`src/rtl/cpu_pipe_pkg.sv`:
```
// cpu_pipe_pkg
//   Shared definitions for the elastic pipeline stages of the five-stage CPU.
//   It holds the bubble instruction word, the default field widths and the
//   stage-register state encoding.
package cpu_pipe_pkg;

    // The all-zero instruction word is the pipeline NOP used for bubbles.
    localparam logic [31:0] NOP_INS = 32'h0000_0000;

    localparam int PC_W_DEF   = 32;
    localparam int INS_W_DEF  = 32;
    localparam int DATA_W_DEF = 160;
    localparam int CNT_W_DEF  = 16;

    // EMPTY: nothing held. FULL: main register valid. SKID: main and skid valid.
    typedef enum logic [1:0] {
        ST_EMPTY = 2'd0,
        ST_FULL  = 2'd1,
        ST_SKID  = 2'd2
    } pipe_state_t;

endpackage

```
`src/rtl/pipe_sat_counter.sv`:
```
// pipe_sat_counter
//   Saturating up-counter used for pipeline performance debug.
//   Ports:
//     clk    in   rising-edge clock
//     reset  in   synchronous, active-high; clears the count
//     en     in   count this cycle
//     count  out  current count, holds at all-ones
module pipe_sat_counter #(
    parameter int CNT_W = 16
) (
    input  logic             clk,
    input  logic             reset,
    input  logic             en,
    output logic [CNT_W-1:0] count
);

    always_ff @(posedge clk) begin
        if (reset) begin
            count <= '0;
        end else if (en && (count != {CNT_W{1'b1}})) begin
            count <= count + CNT_W'(1);
        end
    end

endmodule

```
`src/rtl/pipe_stage_elastic.sv`:
```
// pipe_stage_elastic
//   Elastic stage register placed between two CPU pipeline stages. It carries
//   the PC, the instruction word and an opaque payload bundle, with a
//   synchronous flush for bubble insertion and a saturating stall counter.
//
//   Handshake: a beat moves on an edge where valid && ready are both high on
//   the same side. in_valid/in_pc/in_ins/in_data must not depend on in_ready;
//   out_valid and out_* are registers and never depend on out_ready. With
//   SKID=1, in_ready is a register too, so no combinational path exists from
//   out_ready to in_ready; with SKID=0 in_ready = !out_valid || out_ready.
//
//   Ports:
//     clk, reset       clock and synchronous active-high reset
//     flush            drops every held entry on the next edge
//     in_valid/in_ready, in_pc/in_ins/in_data        upstream side
//     out_valid/out_ready, out_pc/out_ins/out_data   downstream side
//     occupancy        entries held (0..2, at most 1 with SKID=0)
//     stall_cnt        saturating count of edges with out_valid && !out_ready
module pipe_stage_elastic
    import cpu_pipe_pkg::*;
#(
    parameter int PC_W   = PC_W_DEF,
    parameter int INS_W  = INS_W_DEF,
    parameter int DATA_W = DATA_W_DEF,
    parameter int SKID   = 1,
    parameter int CNT_W  = CNT_W_DEF
) (
    input  logic              clk,
    input  logic              reset,
    input  logic              flush,
    input  logic              in_valid,
    output logic              in_ready,
    input  logic [PC_W-1:0]   in_pc,
    input  logic [INS_W-1:0]  in_ins,
    input  logic [DATA_W-1:0] in_data,
    output logic              out_valid,
    input  logic              out_ready,
    output logic [PC_W-1:0]   out_pc,
    output logic [INS_W-1:0]  out_ins,
    output logic [DATA_W-1:0] out_data,
    output logic [1:0]        occupancy,
    output logic [CNT_W-1:0]  stall_cnt
);

    // Empty slots show a NOP bubble rather than stale contents.
    localparam logic [INS_W-1:0] BUBBLE_INS = INS_W'(NOP_INS);

    // Main (head) register, always the entry presented downstream.
    logic              m_valid;
    logic [PC_W-1:0]   m_pc;
    logic [INS_W-1:0]  m_ins;
    logic [DATA_W-1:0] m_data;
    logic [1:0]        occ_q;
    logic              in_ready_w;

    generate
        if (SKID != 0) begin : g_skid
            pipe_state_t       state;
            logic              rdy_q;
            logic [PC_W-1:0]   s_pc;
            logic [INS_W-1:0]  s_ins;
            logic [DATA_W-1:0] s_data;

            // Reset and flush clear the same registers; reset only differs in
            // also clearing the stall counter, which lives in the sub-module.
            always_ff @(posedge clk) begin
                if (reset || flush) begin
                    state   <= ST_EMPTY;
                    rdy_q   <= 1'b1;
                    occ_q   <= 2'd0;
                    m_valid <= 1'b0;
                    m_pc    <= '0;
                    m_ins   <= BUBBLE_INS;
                    m_data  <= '0;
                    s_pc    <= '0;
                    s_ins   <= BUBBLE_INS;
                    s_data  <= '0;
                end else begin
                    case (state)
                        ST_EMPTY: begin
                            if (in_valid) begin
                                m_valid <= 1'b1;
                                m_pc    <= in_pc;
                                m_ins   <= in_ins;
                                m_data  <= in_data;
                                occ_q   <= 2'd1;
                                state   <= ST_FULL;
                            end
                        end
                        ST_FULL: begin
                            if (in_valid && out_ready) begin
                                // Pass-through: head leaves, new beat replaces it.
                                m_pc   <= in_pc;
                                m_ins  <= in_ins;
                                m_data <= in_data;
                            end else if (in_valid) begin
                                // Downstream stalled: park the beat in the skid
                                // register and close the input next cycle.
                                s_pc   <= in_pc;
                                s_ins  <= in_ins;
                                s_data <= in_data;
                                occ_q  <= 2'd2;
                                rdy_q  <= 1'b0;
                                state  <= ST_SKID;
                            end else if (out_ready) begin
                                m_valid <= 1'b0;
                                m_pc    <= '0;
                                m_ins   <= BUBBLE_INS;
                                m_data  <= '0;
                                occ_q   <= 2'd0;
                                state   <= ST_EMPTY;
                            end
                        end
                        ST_SKID: begin
                            if (out_ready) begin
                                m_pc   <= s_pc;
                                m_ins  <= s_ins;
                                m_data <= s_data;
                                s_pc   <= '0;
                                s_ins  <= BUBBLE_INS;
                                s_data <= '0;
                                occ_q  <= 2'd1;
                                rdy_q  <= 1'b1;
                                state  <= ST_FULL;
                            end
                        end
                        default: begin
                            state   <= ST_EMPTY;
                            rdy_q   <= 1'b1;
                            occ_q   <= 2'd0;
                            m_valid <= 1'b0;
                            m_pc    <= '0;
                            m_ins   <= BUBBLE_INS;
                            m_data  <= '0;
                        end
                    endcase
                end
            end

            assign in_ready_w = rdy_q;
        end else begin : g_single
            // Single entry: may accept when empty or when the head leaves now.
            assign in_ready_w = !m_valid || out_ready;

            always_ff @(posedge clk) begin
                if (reset || flush) begin
                    occ_q   <= 2'd0;
                    m_valid <= 1'b0;
                    m_pc    <= '0;
                    m_ins   <= BUBBLE_INS;
                    m_data  <= '0;
                end else if (in_valid && in_ready_w) begin
                    occ_q   <= 2'd1;
                    m_valid <= 1'b1;
                    m_pc    <= in_pc;
                    m_ins   <= in_ins;
                    m_data  <= in_data;
                end else if (m_valid && out_ready) begin
                    occ_q   <= 2'd0;
                    m_valid <= 1'b0;
                    m_pc    <= '0;
                    m_ins   <= BUBBLE_INS;
                    m_data  <= '0;
                end
            end
        end
    endgenerate

    pipe_sat_counter #(
        .CNT_W (CNT_W)
    ) u_stall_cnt (
        .clk   (clk),
        .reset (reset),
        .en    (m_valid && !out_ready),
        .count (stall_cnt)
    );

    assign in_ready  = in_ready_w;
    assign out_valid = m_valid;
    assign out_pc    = m_pc;
    assign out_ins   = m_ins;
    assign out_data  = m_data;
    assign occupancy = occ_q;

endmodule

```
`config.mk`:
```
export PLATFORM = sky130hd
export DESIGN_NAME = pipe_stage_elastic
export DESIGN_NICKNAME = d
export VERILOG_FILES = /design/src/rtl/cpu_pipe_pkg.sv /design/src/rtl/pipe_sat_counter.sv /design/src/rtl/pipe_stage_elastic.sv
export SDC_FILE = /design/constraint.sdc
export NUM_CORES = 1
export LEC_CHECK = 0
export BUFFER_PORTS_ARGS = -buffer_cell sky130_fd_sc_hd__buf_2
export CORE_UTILIZATION = 50
export DETAILED_ROUTE_END_ITERATION = 10
export GPL_TIMING_DRIVEN = 0
export PLACE_DENSITY_LB_ADDON = 0.15
export SYNTH_ARGS = -nofsm -noshare
export SYNTH_HDL_FRONTEND = slang
export SYNTH_HIERARCHICAL = 1
export SYNTH_SLANG_ARGS = --single-unit
```
`constraint.sdc`:
```
create_clock -name clk -period 5.1 [get_ports clk]
set_input_delay 0.51 -clock clk [delete_from_list [all_inputs] [get_ports clk]]
set_output_delay 0.51 -clock clk [all_outputs]
set_load 0.02 [all_outputs]
```
==> metrics.md <==
| Metric | Value |
|---|---|
| Final slew viol count | `0` |
| Antenna-violating nets left | `0` |
| Multi-input gate area | `6330 µm²` |
| Initial DRC count | `1002` |
| Die ar. | `33500 µm²` |
| Total global-route track usage | `0.286` |
| Hold Buf Count CTS | `0` |
| Clock slew at reported path FFs | `60 ps` |
| Top Family by Delay on Critical Path | `buffers and inverters` |
| Most common cell after layout, fill and taps aside | `buf_2` |
| Post-synth ARST share | `0` |
| Area delta synth->final | `27.5%` |
| H-tree depth | `2` |
| WL/cell | `20.8 µm` |
| Placed Cells | `2310` |
| Flop-to-flop setup slack | `2430 ps` |
| CTS tree | `yes` |
| Post-Syn Nets | `1633` |
| FF/Latch Area | `9370 µm²` |
| Detailed Place HPWL | `35200 µm` |
| Final wirelength | `50000 µm` |
| First-pass GRT wire length | `76700 µm` |
| Layout cell share with drive strength beyond 1 | `0.320` |
| Leakage | `10.2 nW` |
| Clk_lat worst skew | `540 ps` |
| Post-Synthesis Cells | `1403` |
| Final Hold Fails | `0` |
| CP cell instances | `buf_2, nand4bb_1, nor2_1, clkbuf_1, buf_2, a22o_1` |
| Synth Register Bits | `468` |
| Buffers on Ports | `472` |
| EDFF count, synth | `0` |
| WP data arrival | `3140 ps` |
| Final setup TNS | `0 ps` |
| Layout Cells excl Fill | `2407` |
| Count of cell types in the netlist | `44` |
| Number of gates resized after CTS | `0` |
| Crit Reg-Reg Startpoint | `g_skid.state[1]` |
| Crit path required time | `5580 ps` |
| Power per Cell Area | `371 nW/µm²` |
| Max stage delay cell, worst path | `nor2_1` |
| RSZ-0062 raised after global routing | `false` |
| Netlist Area Pre-Place | `16400 µm²` |
| Crit path largest cell delay | `680 ps` |
| Drc violations | `0` |
| Synth Area per Inst | `11.7 µm²` |
| Antenna violations before repair | `21` |
| Startpoint Class | `flop` |
| Layout fillers | `2634` |
| Gr ovfl total | `0` |
| Die X | `183 µm` |
| Largest net degree at the start of global routing | `15` |
| Minimum clock period | `2670 ps` |
| Ys flop type | `dfxtp_1` |
| CP startpoint | `g_skid.state[1]` |
| Slew HR | `0.429` |
| Die Ht | `183 µm` |
| Final core occ | `0.655` |
| Worst Path Buf+Inv | `3` |
| I/O Pins | `473` |
| DR vias | `14200` |
| FMAX | `375 MHz` |
| Final period utilization | `0.523` |
| Clock sinks | `468` |
| 1st-pass router iterations | `5` |
| Starting Density | `0.514` |
| Maximum VDD drop | `0.308 mV` |
| Outcome | `finished clean` |
| Worst-margin pin slew | `853 ps` |
| Setup Crit Path Kind | `flop to flop` |
| CP Capture Type | `flop` |
| Crit-path most repeated cell | `buf_2` |
| Vias in the first global route | `13900` |
| Most frequent cells in the layout | `buf_2, dfxtp_1, and3_1, a221o_1, a22o_1` |
| Synth warn | `6` |
| Vias/cell | `5.91` |
| Fin nets | `2154` |
| Core ar. | `31900 µm²` |
| Root buffer cell | `clkbuf_16` |
| Post-CTS Repair Setup Buffers | `0` |
| Placer Congestion | `0.833` |
| Row count | `65` |
| Max-Cap Viols | `0` |
| Worst Hold Class | `input port to flop` |
| Hold Startpoint | `in_data[68]` |
| Final setup viols | `0` |
| Sequential area share after synthesis | `0.572` |
| Clock Path Buffers | `3` |
| CP max FO | `10` |
| Inserted Clock Buffers | `47` |
| Clk_skew | `20.2 ps` |
==> cell type report <==
cell class / count / area share
plain buffers: 154 / 0.0320
inverters: 3 / 0.000539
flip-flops and latches: 468 / 0.449
repair buffers: 472 / 0.113
well taps: 435 / 0.0261
clock buffers: 69 / 0.0676
diodes: 14 / 0.00168
multi-input cells: 778 / 0.303
clock inverters: 14 / 0.00707
==> state kept, by name, indices dropped and copies added, names as in the netlist <==
signal and flops:
out_data 160, out_ins 32, g_skid.s_pc 32, out_valid 1
g_skid.s_data 160, out_pc 32, g_skid.state 2, u_stall_cnt/count 16
in_ready 1, g_skid.s_ins 32
==> cell usage after synthesis, drive strengths merged (6+ instances only) <==
library cell,instances,area [µm²]
a221o,224,2240
nor2,8,30.0
o31ai,6,45.0
nand2,11,43.8
dfxtp,468,9370
or4,7,52.6
a22o,224,1960
nand3,6,30.0
a21oi,14,70.1
buf,75,370
and3,225,1410
clkbuf,79,298
==> metal layers <==
metal  vias to the layer above  track usage  share of wire
met2                       563        0.457           0.46
met1                      6872        0.366           0.41
met3                       120       0.0761          0.085
li1                       6659            -              -
met5                         -            0         0.0016
met4                        12        0.119          0.036
==> through the flow <==
step	setup WS (ps)	area, µm²	hold WS [ps]	total power [mW]
final	2430	20900	190	7.74
after global routing	2290	20900	175	7.99
after CTS	2340	20800	171	7.78
after detailed placement	2010	19300	455	4.35
after global placement	2000	19300	452	4.34
after floorplan	3200	16400	441	4.09
==> cell families after synthesis <==
family / Yosys count / share of synthesized area
compound gates: 480 / 0.270
flops: 468 / 0.572
simple gates: 292 / 0.113
buf+inv: 157 / 0.0415
mux: 3 / 0.00222
xor+xnor: 2 / 0.00107
fa+ha+maj: 1 / 0.000764
==> report_power, final <==
part           switching [mW]  total [mW]  internal (mW)
Sequential             0.0399        3.77           3.73
Combinational           0.325       0.508          0.183
Clock                    1.40        3.46           2.06
Total                    1.77        7.74           5.97
==> path summary, 6_finish.rpt <==
kind,to,cells past startpoint
setup / recovery,g_skid.s_data[154],6
hold / removal,g_skid.s_data[68],2
setup reg to reg,g_skid.s_data[154],6
hold reg to reg,g_skid.s_data[59],1
Power figures use the tool's default switching activity.
